**src/rtl/multicycle_control.sv**
```systemverilog
// Multicycle MIPS control FSM: sequences the shared memory/ALU datapath over 3-5 cycles per
// instruction, with memory states stretched on mem_ready.
module multicycle_control #(
   parameter bit ILLEGAL_TRAP = 1'b0
) (
   input  logic       clk,
   input  logic       rst,
   input  logic [5:0] Opcode,
   input  logic [5:0] Funct,
   input  logic       Zero,
   input  logic       mem_ready,
   output logic       PCWrite,
   output logic       IorD,
   output logic       MemRead,
   output logic       MemWrite,
   output logic       IRWrite,
   output logic       RegDst,
   output logic       MemtoReg,
   output logic       RegWrite,
   output logic       ALUSrcA,
   output logic [1:0] ALUSrcB,
   output logic       ZeroExt,
   output logic [3:0] ALUCtrl,
   output logic [1:0] PCSource,
   output logic       instr_done,
   output logic       illegal,
   output logic       halted,
   output logic [3:0] state
);

   typedef enum logic [3:0] {
      S_FETCH  = 4'd0,
      S_DECODE = 4'd1,
      S_MEMADR = 4'd2,
      S_MEMRD  = 4'd3,
      S_MEMWB  = 4'd4,
      S_MEMWR  = 4'd5,
      S_EXEC   = 4'd6,
      S_ALUWB  = 4'd7,
      S_BRANCH = 4'd8,
      S_IEXEC  = 4'd9,
      S_IWB    = 4'd10,
      S_JUMP   = 4'd11,
      S_HALT   = 4'd15
   } state_t;

   localparam logic [5:0] OP_RTYPE = 6'h00;
   localparam logic [5:0] OP_J     = 6'h02;
   localparam logic [5:0] OP_BEQ   = 6'h04;
   localparam logic [5:0] OP_BNE   = 6'h05;
   localparam logic [5:0] OP_ADDI  = 6'h08;
   localparam logic [5:0] OP_ANDI  = 6'h0C;
   localparam logic [5:0] OP_ORI   = 6'h0D;
   localparam logic [5:0] OP_XORI  = 6'h0E;
   localparam logic [5:0] OP_LW    = 6'h23;
   localparam logic [5:0] OP_SW    = 6'h2B;

   localparam logic [3:0] ALU_ADD = 4'b0000;
   localparam logic [3:0] ALU_SUB = 4'b0001;
   localparam logic [3:0] ALU_AND = 4'b0010;
   localparam logic [3:0] ALU_OR  = 4'b0011;
   localparam logic [3:0] ALU_XOR = 4'b0100;
   localparam logic [3:0] ALU_SLL = 4'b0101;
   localparam logic [3:0] ALU_SRL = 4'b0110;
   localparam logic [3:0] ALU_SLT = 4'b1000;
   localparam logic [3:0] ALU_NOR = 4'b1010;

   localparam state_t S_ILLEGAL_NEXT = ILLEGAL_TRAP ? S_HALT : S_FETCH;

   state_t     state_q;
   state_t     state_d;

   logic       pc_write;
   logic       mem_read;
   logic       mem_write;
   logic       ir_write;
   logic       reg_write;
   logic       done;
   logic       ill;
   logic       hlt;

   logic [3:0] funct_alu;
   logic       funct_ok;
   logic [3:0] imm_alu;
   logic       imm_zext;

   always_ff @(posedge clk or posedge rst) begin
      if (rst) begin
         state_q <= S_FETCH;
      end else begin
         state_q <= state_d;
      end
   end

   // R-type function decode, shared by EXEC and ALUWB
   always_comb begin
      funct_alu = ALU_ADD;
      funct_ok  = 1'b1;
      case (Funct)
         6'b100000: funct_alu = ALU_ADD;
         6'b100010: funct_alu = ALU_SUB;
         6'b100100: funct_alu = ALU_AND;
         6'b100101: funct_alu = ALU_OR;
         6'b100110: funct_alu = ALU_XOR;
         6'b100111: funct_alu = ALU_NOR;
         6'b101010: funct_alu = ALU_SLT;
         6'b000000: funct_alu = ALU_SLL;
         6'b000010: funct_alu = ALU_SRL;
         default:   funct_ok  = 1'b0;
      endcase
   end

   // Immediate-form decode, shared by IEXEC and IWB
   always_comb begin
      imm_alu  = ALU_ADD;
      imm_zext = 1'b0;
      case (Opcode)
         OP_ANDI: begin imm_alu = ALU_AND; imm_zext = 1'b1; end
         OP_ORI:  begin imm_alu = ALU_OR;  imm_zext = 1'b1; end
         OP_XORI: begin imm_alu = ALU_XOR; imm_zext = 1'b1; end
         default: begin imm_alu = ALU_ADD; imm_zext = 1'b0; end
      endcase
   end

   always_comb begin
      state_d   = state_q;
      pc_write  = 1'b0;
      IorD      = 1'b0;
      mem_read  = 1'b0;
      mem_write = 1'b0;
      ir_write  = 1'b0;
      RegDst    = 1'b0;
      MemtoReg  = 1'b0;
      reg_write = 1'b0;
      ALUSrcA   = 1'b0;
      ALUSrcB   = 2'b00;
      ZeroExt   = 1'b0;
      ALUCtrl   = ALU_ADD;
      PCSource  = 2'b00;
      done      = 1'b0;
      ill       = 1'b0;
      hlt       = 1'b0;

      case (state_q)
         S_FETCH: begin
            mem_read = 1'b1;
            ALUSrcB  = 2'b01;
            if (mem_ready) begin
               ir_write = 1'b1;
               pc_write = 1'b1;
               state_d  = S_DECODE;
            end
         end
         S_DECODE: begin
            ALUSrcB = 2'b11;
            case (Opcode)
               OP_LW, OP_SW:                      state_d = S_MEMADR;
               OP_RTYPE:                          state_d = S_EXEC;
               OP_BEQ, OP_BNE:                    state_d = S_BRANCH;
               OP_ADDI, OP_ANDI, OP_ORI, OP_XORI: state_d = S_IEXEC;
               OP_J:                              state_d = S_JUMP;
               default: begin
                  ill     = 1'b1;
                  state_d = S_ILLEGAL_NEXT;
               end
            endcase
         end
         S_MEMADR: begin
            ALUSrcA = 1'b1;
            ALUSrcB = 2'b10;
            if (Opcode == OP_LW) begin
               state_d = S_MEMRD;
            end else if (Opcode == OP_SW) begin
               state_d = S_MEMWR;
            end else begin
               state_d = S_FETCH;
            end
         end
         S_MEMRD: begin
            IorD     = 1'b1;
            mem_read = 1'b1;
            if (mem_ready) begin
               state_d = S_MEMWB;
            end
         end
         S_MEMWB: begin
            MemtoReg  = 1'b1;
            reg_write = 1'b1;
            done      = 1'b1;
            state_d   = S_FETCH;
         end
         S_MEMWR: begin
            IorD      = 1'b1;
            mem_write = 1'b1;
            if (mem_ready) begin
               done    = 1'b1;
               state_d = S_FETCH;
            end
         end
         S_EXEC: begin
            ALUSrcA = 1'b1;
            if (funct_ok) begin
               ALUCtrl = funct_alu;
               state_d = S_ALUWB;
            end else begin
               ill     = 1'b1;
               state_d = S_ILLEGAL_NEXT;
            end
         end
         S_ALUWB: begin
            RegDst    = 1'b1;
            reg_write = 1'b1;
            ALUCtrl   = funct_alu;
            done      = 1'b1;
            state_d   = S_FETCH;
         end
         S_BRANCH: begin
            // A-B through the ALU drives Zero; target was precomputed into ALUOut in DECODE
            ALUSrcA  = 1'b1;
            ALUCtrl  = ALU_SUB;
            PCSource = 2'b01;
            pc_write = ((Opcode == OP_BEQ) & Zero) | ((Opcode == OP_BNE) & ~Zero);
            done     = 1'b1;
            state_d  = S_FETCH;
         end
         S_IEXEC: begin
            ALUSrcA = 1'b1;
            ALUSrcB = 2'b10;
            ALUCtrl = imm_alu;
            ZeroExt = imm_zext;
            state_d = S_IWB;
         end
         S_IWB: begin
            reg_write = 1'b1;
            ALUCtrl   = imm_alu;
            ZeroExt   = imm_zext;
            done      = 1'b1;
            state_d   = S_FETCH;
         end
         S_JUMP: begin
            PCSource = 2'b10;
            pc_write = 1'b1;
            done     = 1'b1;
            state_d  = S_FETCH;
         end
         S_HALT: begin
            hlt     = 1'b1;
            state_d = S_HALT;
         end
         default: begin
            state_d = S_FETCH;
         end
      endcase
   end

   // Reset gates every write enable and pulse combinationally so an abort takes effect at once
   assign PCWrite    = pc_write  & ~rst;
   assign MemRead    = mem_read  & ~rst;
   assign MemWrite   = mem_write & ~rst;
   assign IRWrite    = ir_write  & ~rst;
   assign RegWrite   = reg_write & ~rst;
   assign instr_done = done      & ~rst;
   assign illegal    = ill       & ~rst;
   assign halted     = hlt       & ~rst;
   assign state      = state_q;

endmodule
```
**config.mk**
```make
export PLATFORM = sky130hd
export DESIGN_NAME = multicycle_control
export DESIGN_NICKNAME = d
export VERILOG_FILES = /design/src/rtl/multicycle_control.sv
export SDC_FILE = /design/constraint.sdc
export NUM_CORES = 1
export LEC_CHECK = 0
export ABC_AREA = 1
export CAP_MARGIN = 40
export CORE_UTILIZATION = 40
export DETAILED_ROUTE_END_ITERATION = 16
export PLACE_DENSITY = 0.8
export SYNTH_ARGS = -nofsm -noshare
export SYNTH_HDL_FRONTEND = slang
export SYNTH_SLANG_ARGS = --single-unit
```
**constraint.sdc**
```tcl
create_clock -name clk -period 1.35 [get_ports clk]
set_input_delay 0.27 -clock clk [delete_from_list [all_inputs] [get_ports clk]]
set_output_delay 0.27 -clock clk [all_outputs]
set_load 0.02 [all_outputs]
```
==> run metrics, run 1 <==
outcome aborted with a tool error; stage reached 4_1_cts; Error Message [ERROR DPL-0038] Utilization greater than 100%, impossible to legalize; syn_area_per_cell 5.04 um2; post-synth top area share 18.2%; Final GP Congestion 0.867; Initial Util 42.2%; Post-CTS Setup Bufs 10; Ports 41; clock buffer depth 2; ys flop type dfrtp_1; Vert. Die Dim 47.5 um; Syn Std Cell Area 827 um2; hpwl dp 3490 um; I/O Buffers 40; post-cts resize count 193; number of synthesized register bits 4; Syn Nets 180; synth top area cells nand2_1 (18%), inv_1 (15%), nor2_1 (15%); synth warn 0; post-synth top area cell nand2_1; # hold bufs at CTS 0; commonest cells in the netlist nand2_1 (40), inv_1 (33), nor2_1 (32), nand3_1 (20), nor2_2 (7); TritonCTS Buffers 3; Seq/Total Area, Yosys 12.1%; count leader, synth nand2_1; Synth Instances 164; count of cell types in the netlist 22; Async SR Flop Fraction 100%; clock sink count 4; clock tree root buffer cell clkbuf_4; Die X 47.5 um; H-tree Lvls 1; row count 16; EDFF count, synth 0
-- through the flow --
step / instance area [um2] / instances / setup TNS (ps) / setup slack, ps / hold slack [ps]
after floorplan: 996 / 164 / -1120 / -183 / 50.3
after detailed placement: 1780 / 278 / -17350 / -1130 / 784
after global placement: 1780 / 278 / -15670 / -1040 / 776
-- cell families after synthesis --
kind of cell	count (synthesis)	synth area share, %
AO/OA/AOI/OAI	13	9.53
XOR/XNOR	1	1.06
buffers and inverters	33	15.0
flip-flops	4	12.1
AND/OR/NAND/NOR	113	62.3
==> inputs of run 2 (changes only) <==
CORE_AREA = 2 2 63 65   (was not set)
CORE_UTILIZATION = not set   (was 40)
DIE_AREA = 0 0 65 67   (was not set)
PLACE_DENSITY = not set   (was 0.8)
PLACE_DENSITY_LB_ADDON = 0.15   (was not set)
==> run 2 against run 1 <==
Compared with the run above:
- the flow now finishes, with violations (setup timing)
- synthesized cell count unchanged
- area after synthesis unchanged
==> run metrics, run 2 <==
Worst slew margin 78.5%; Psw 0.163 mW; min Tclk post-route 1800 ps; share of cells above drive strength 1 62.5%; Syn Std Cell Area 827 um2 (unchanged); Crit path arrival time 1530 ps; die area 4360 um2; count of cell types in the netlist 22 (unchanged); routed vias/inst 4.47; clock tree root buffer cell clkbuf_8 (was clkbuf_4); class of the worst hold path in2async; global-route wire length before repair 6200 um; TritonCTS Buffers 3 (unchanged); CTS tree yes; # fillers 333; final WL 3870 um; total track usage 18.4%; Vert. Die Dim 67 um (was 47.5 um); most frequent cells in the layout buf_4 (52), nand2_1 (31), buf_6 (31), nor2_4 (20), inv_2 (18); Die X 65 um (was 47.5 um); synth top area cells nand2_1 (18%), inv_1 (15%), nor2_1 (15%) (unchanged); H-tree Lvls 1 (unchanged); max FFs per register 4; Crit. End Element primary output; Critical Path Most Common Cell nor2_4; leakage power 1.10 nW; Critical Path RT 1080 ps; Async SR Flop Fraction 100% (unchanged); antenna violations before repair 0; Cells after DPL 303 (was 278); EDFF count, synth 0 (unchanged); synth warn 0 (unchanged); Hold Violations, Final 0; iteration count of the initial detailed-routing pass 4; count leader, synth nand2_1 (unchanged); I/O Buffers 40 (unchanged); post-synth top area cell nand2_1 (unchanged); final setup violation count 25; commonest non-fill, non-tap cell in the layout buf_4; Synth Instances 164 (unchanged); post-route setup slack -454 ps; DR WL/cell 12.1 um; Place WS -1140 ps (was -1130 ps); crit share post-route 134%; RSZ-0062 raised after global routing yes; clock sink count 4 (unchanged); DRC violation count after routing 0; Final Net Count 290; clock buffer depth 2 (unchanged); Worst VDD drop 209 uV; Reg clk slew, reported paths 30 ps; Initial Util 22.9% (was 42.2%); critical path's slowest cell dfrtp_2; Pint 0.402 mW; Clock power frac 45.9%; switching share of power 28.9%; crit start category flop; Syn-to-layout area delta 167%; Max FO, Critical Path 4; Max Freq 554 MHz; Iter 0 DRT Violations 57; remaining antenna violation count 0; vias in the first global route 1393; outcome complete, but fails checks (was aborted with a tool error); grt total ovfl 0; ANT cells 0; ys flop type dfrtp_1 (unchanged); core area 3610 um2; max-slew violation count 0; Slew @ Worst Pin 319 ps; WHS 557 ps; commonest cells in the netlist nand2_1 (40), inv_1 (33), nor2_1 (32), nand3_1 (20), nor2_2 (7) (unchanged); Post-Layout Cell Count 320; largest net degree at the start of global routing 8; row count 22 (was 16); hpwl dp 2950 um (was 3490 um); worst setup path class reg2out; Syn Nets 180 (unchanged); post-synth top area share 18.2% (unchanged); Ports 41 (unchanged); vias 1431; failing checks setup timing; skew final 1.21 ps; worst-skew pair later-pin latency 220 ps; Final GP Congestion 0.924 (was 0.867); crit-path cells buf_4 > nor2_4 > inv_4 > nor2_4 > nand3b_1 > a31oi_4 > buf_6; number of synthesized register bits 4 (unchanged); pwr dens 256 nW/um2; sequential share of power 21.4%; maxcap violations 0; syn_area_per_cell 5.04 um2 (unchanged); Seq/Total Area, Yosys 12.1% (unchanged); Comb pwr share 32.7%; slowest cell delay on critical path 430 ps
run 2: cell counts after synthesis:
No cell type changed its count.
run 2: layer usage:
metal / GRT usage, % / vias up / share of wire [%]
met5: 0 / - / 0
met4: 5.59 / 0 / 2.4
met3: 1.35 / 9 / 3.7
met2: 36.0 / 47 / 54
met1: 21.2 / 639 / 40
li1: - / 736 / -
run 2: power by group through the flow:
stage                     clock (mW)  combinational (mW)  sequential (mW)
after floorplan                    0              0.0592            0.122
after global placement             0               0.176            0.122
after detailed placement           0               0.182            0.122
after CTS                      0.266               0.175            0.121
after global routing           0.269               0.202            0.121
final                          0.260               0.185            0.121
run 2: path summary, 6_finish.rpt:
kind                                      start                   end  slack [ps]  depth (start not counted)
max                        state[1]$_DFFE_PP0P_               PCWrite        -450                          7
min                                         rst  state[0]$_DFFE_PP0P_         560                          4
max reg2reg                state[1]$_DFFE_PP0P_  state[0]$_DFFE_PP0P_        -270                         12
min reg2reg                state[3]$_DFFE_PP0P_  state[2]$_DFFE_PP0P_         940                          6
max in group asynchronous                   rst  state[2]$_DFFE_PP0P_         680                          4
min in group clk                      Opcode[2]  state[1]$_DFFE_PP0P_         670                          6
run 2: metrics by stage:
stage | utilization [%] | instance area [um2] | TNS (ps) | total power [mW]
finish | 61.3 | 2210 | -8360 | 0.565
global route | 61.3 | 2210 | -9950 | 0.592
CTS | 57.8 | 2090 | -7910 | 0.562
detailed placement | 51.7 | 1860 | -16630 | 0.304
global placement | 51.7 | 1860 | -16140 | 0.298
floorplan | - | 996 | -1120 | 0.181
run 2: final cells by class:
class	instances	area (um2)	share of cell area, %
multi-input combinational	127	913	41.3
tap	48	60.1	2.72
clock buffer	3	41.3	1.87
sequential	4	105	4.76
inverter	33	129	5.83
timing repair buffer	105	961	43.5
run 2: repair_timing:
action	4_1_cts	5_1_grt
resized for setup	187	22
buffers inserted	6	8
gates cloned	0	0
pin swaps	24	18
hold buffers	0	0
setup endpoints to repair	28	24
run 2: kinds of logic after synthesis:
kind of cell,count (synthesis),share of synthesized area (%)
flops,4,12.1
simple gates,113,62.3
buf+inv,33,15.0
compound gates,13,9.53
xor+xnor,1,1.06
run 2: worst max-delay path, delay by kind of cell, from the launching register on:
family | cells | cell delay, ps
simple gates | 3 | 360
flops | 1 | 430
buf+inv | 3 | 360
compound gates | 1 | 170
No activity file was read; power rests on OpenSTA's default activity.
==> inputs of run 3 (changes only) <==
CTS_BUF_LIST = sky130_fd_sc_hd__clkbuf_8   (was not set)
REMOVE_ABC_BUFFERS = 1   (was not set)
==> run 3 against run 2 <==
Compared with the run above:
- the run still ends with setup timing left
- sequential cell count unchanged
- setup slack got worse by 39 ps
- clock power fell by 4%
==> run metrics, run 3 (same netlist as run 2, synthesis figures left out) <==
Die X 65 um (unchanged); Iter 0 DRT Violations 85 (was 57); die area 4360 um2 (unchanged); Final GP Congestion 0.846 (was 0.924); Crit. End Element primary output (unchanged); Hold Violations, Final 0 (unchanged); max FFs per register 4 (unchanged); max-slew violation count 0 (unchanged); Vert. Die Dim 67 um (unchanged); crit share post-route 137% (was 134%); Syn-to-layout area delta 159% (was 167%); crit start category flop (unchanged); Reg clk slew, reported paths 30 ps (about the same); maxcap violations 0 (unchanged); clock tree root buffer cell clkbuf_8 (unchanged); vias in the first global route 1274 (was 1393); row count 22 (unchanged); Worst slew margin 80.9% (was 78.5%); final WL 3610 um (was 3870 um); critical path's top delay family flip-flops (unchanged); commonest non-fill, non-tap cell in the layout buf_4 (unchanged); most frequent cells in the layout buf_4 (58), nand2_1 (33), buf_6 (32), nand3_1 (19), nor2_1 (17) (was buf_4 (52), nand2_1 (31), buf_6 (31), nor2_4 (20), inv_2 (18)); remaining antenna violation count 0 (unchanged); clock sink count 4 (unchanged); Worst VDD drop 165 uV (was 209 uV); design area 2140 um2 (was 2210 um2); Crit path arrival time 1570 ps (was 1530 ps); Max FO, Critical Path 4 (unchanged); CP bufs+invs 2 (was 3); outcome complete, but fails checks (unchanged); Cells after DPL 300 (was 303); Max Freq 542 MHz (was 554 MHz); placed inst area 1650 um2 (was 1860 um2); grt total ovfl 0 (unchanged); Slew @ Worst Pin 285 ps (was 319 ps); final core utilization 59.5% (was 61.3%); hpwl dp 2660 um (was 2950 um); DR WL/cell 11.1 um (was 12.1 um); core area 3610 um2 (unchanged); final setup violation count 24 (was 25); share of cells above drive strength 1 58.1% (was 62.5%); Multi-input gate area 843 um2 (was 913 um2); leakage power 1.12 nW (was 1.10 nW); largest net degree at the start of global routing 8 (unchanged); iteration count of the initial detailed-routing pass 4 (unchanged); RSZ-0062 raised after global routing yes (unchanged); Critical Path RT 1080 ps (about the same); pwr dens 245 nW/um2 (was 256 nW/um2); TritonCTS Buffers 3 (unchanged); CTS tree yes (unchanged); Final Net Count 295 (was 290); vias 1402 (was 1431); slowest cell delay on critical path 450 ps (was 430 ps); ANT cells 0 (unchanged); antenna violations before repair 0 (unchanged); total track usage 16.2% (was 18.4%); failing checks setup timing (unchanged); worst setup path class reg2out (unchanged); H-tree Lvls 1 (unchanged); register-to-register setup slack -240 ps (was -270 ps); DRC violation count after routing 0 (unchanged); # hold bufs at CTS 0 (unchanged); I/O Buffers 40 (unchanged); Post-Layout Cell Count 325 (was 320); register area 103 um2 (was 105 um2); global-route wire length before repair 5570 um (was 6200 um); routed vias/inst 4.31 (was 4.47); critical path's slowest cell dfrtp_2 (unchanged); min Tclk post-route 1840 ps (was 1800 ps); # fillers 339 (was 333); Initial Util 22.9% (unchanged); worst-skew pair later-pin latency 220 ps (about the same); skew final 3.05 ps (was 1.21 ps); post-route setup slack -494 ps (was -454 ps); Ports 41 (unchanged); crit-path cells nor2_4 > inv_4 > a21oi_4 > nand4_1 > o221ai_2 > buf_4 (was buf_4 > nor2_4 > inv_4 > nor2_4 > nand3b_1 > a31oi_4 > buf_6); class of the worst hold path in2async (unchanged); clock buffer depth 2 (unchanged)
-- run 3: cell count changes in the layout (fill, tap and decap cells not counted), sizes merged --
cell / before / now
buf: 86 / 92
clkbuf: 3 / 4
clkdlybuf4s15: 4 / 2
-- run 3: what timing repair did --
item	in CTS	in global routing
endpoints found under the setup margin	28	28
pin swaps	18	15
resized for setup	203	41
buffers inserted	13	9
-- run 3: where the power goes --
part	total, mW	internal (mW)	leakage, nW	switching [mW]
logic	0.155	0.0718	1.06	0.0828
clock network	0.250	0.190	0.0216	0.0606
registers	0.121	0.121	0.0344	0
total	0.526	0.382	1.12	0.143
-- run 3: through the flow --
| stage | power, mW | hold slack (ps) | worst slack [ps] | setup TNS (ps) |
|---|---|---|---|---|
| CTS | 0.526 | 472 | -478 | -7620 |
| finish | 0.526 | 471 | -494 | -7770 |
| global placement | 0.279 | 704 | -1080 | -16360 |
| global route | 0.556 | 518 | -546 | -9610 |
| detailed placement | 0.280 | 696 | -1070 | -16180 |
| floorplan | 0.178 | 50.2 | -529 | -3440 |
-- run 3: worst paths after layout --
kind | cells past startpoint | from | endpoint
max | 6 | state[1]$_DFFE_PP0P_ | ALUCtrl[0]
min | 3 | rst | state[3]$_DFFE_PP0P_
max reg2reg | 10 | state[3]$_DFFE_PP0P_ | state[2]$_DFFE_PP0P_
min reg2reg | 6 | state[3]$_DFFE_PP0P_ | state[3]$_DFFE_PP0P_
max in group asynchronous | 3 | rst | state[0]$_DFFE_PP0P_
min in group clk | 5 | Opcode[2] | state[3]$_DFFE_PP0P_
-- run 3: area by class of cell --
type	count	share of cell area (%)
repair buffers	110	45.0
multi-input cells	127	39.3
inverters	33	6.13
flip-flops and latches	4	4.78
well taps	48	2.80
clock buffers	3	1.93
-- run 3: tightest hold or removal path, stage by stage --
cell and delay (ps):
clkdlybuf4s50_1 460, inv_1 130, buf_4 150
-- run 3: metal layers --
metal | share of wire [%] | track usage [%] | routed length [um]
met4 | 0 | 1.60 | 0
met1 | 46 | 22.9 | 1670
met2 | 50 | 26.9 | 1820
met3 | 3.5 | 2.36 | 125
met5 | 0 | 0 | 0
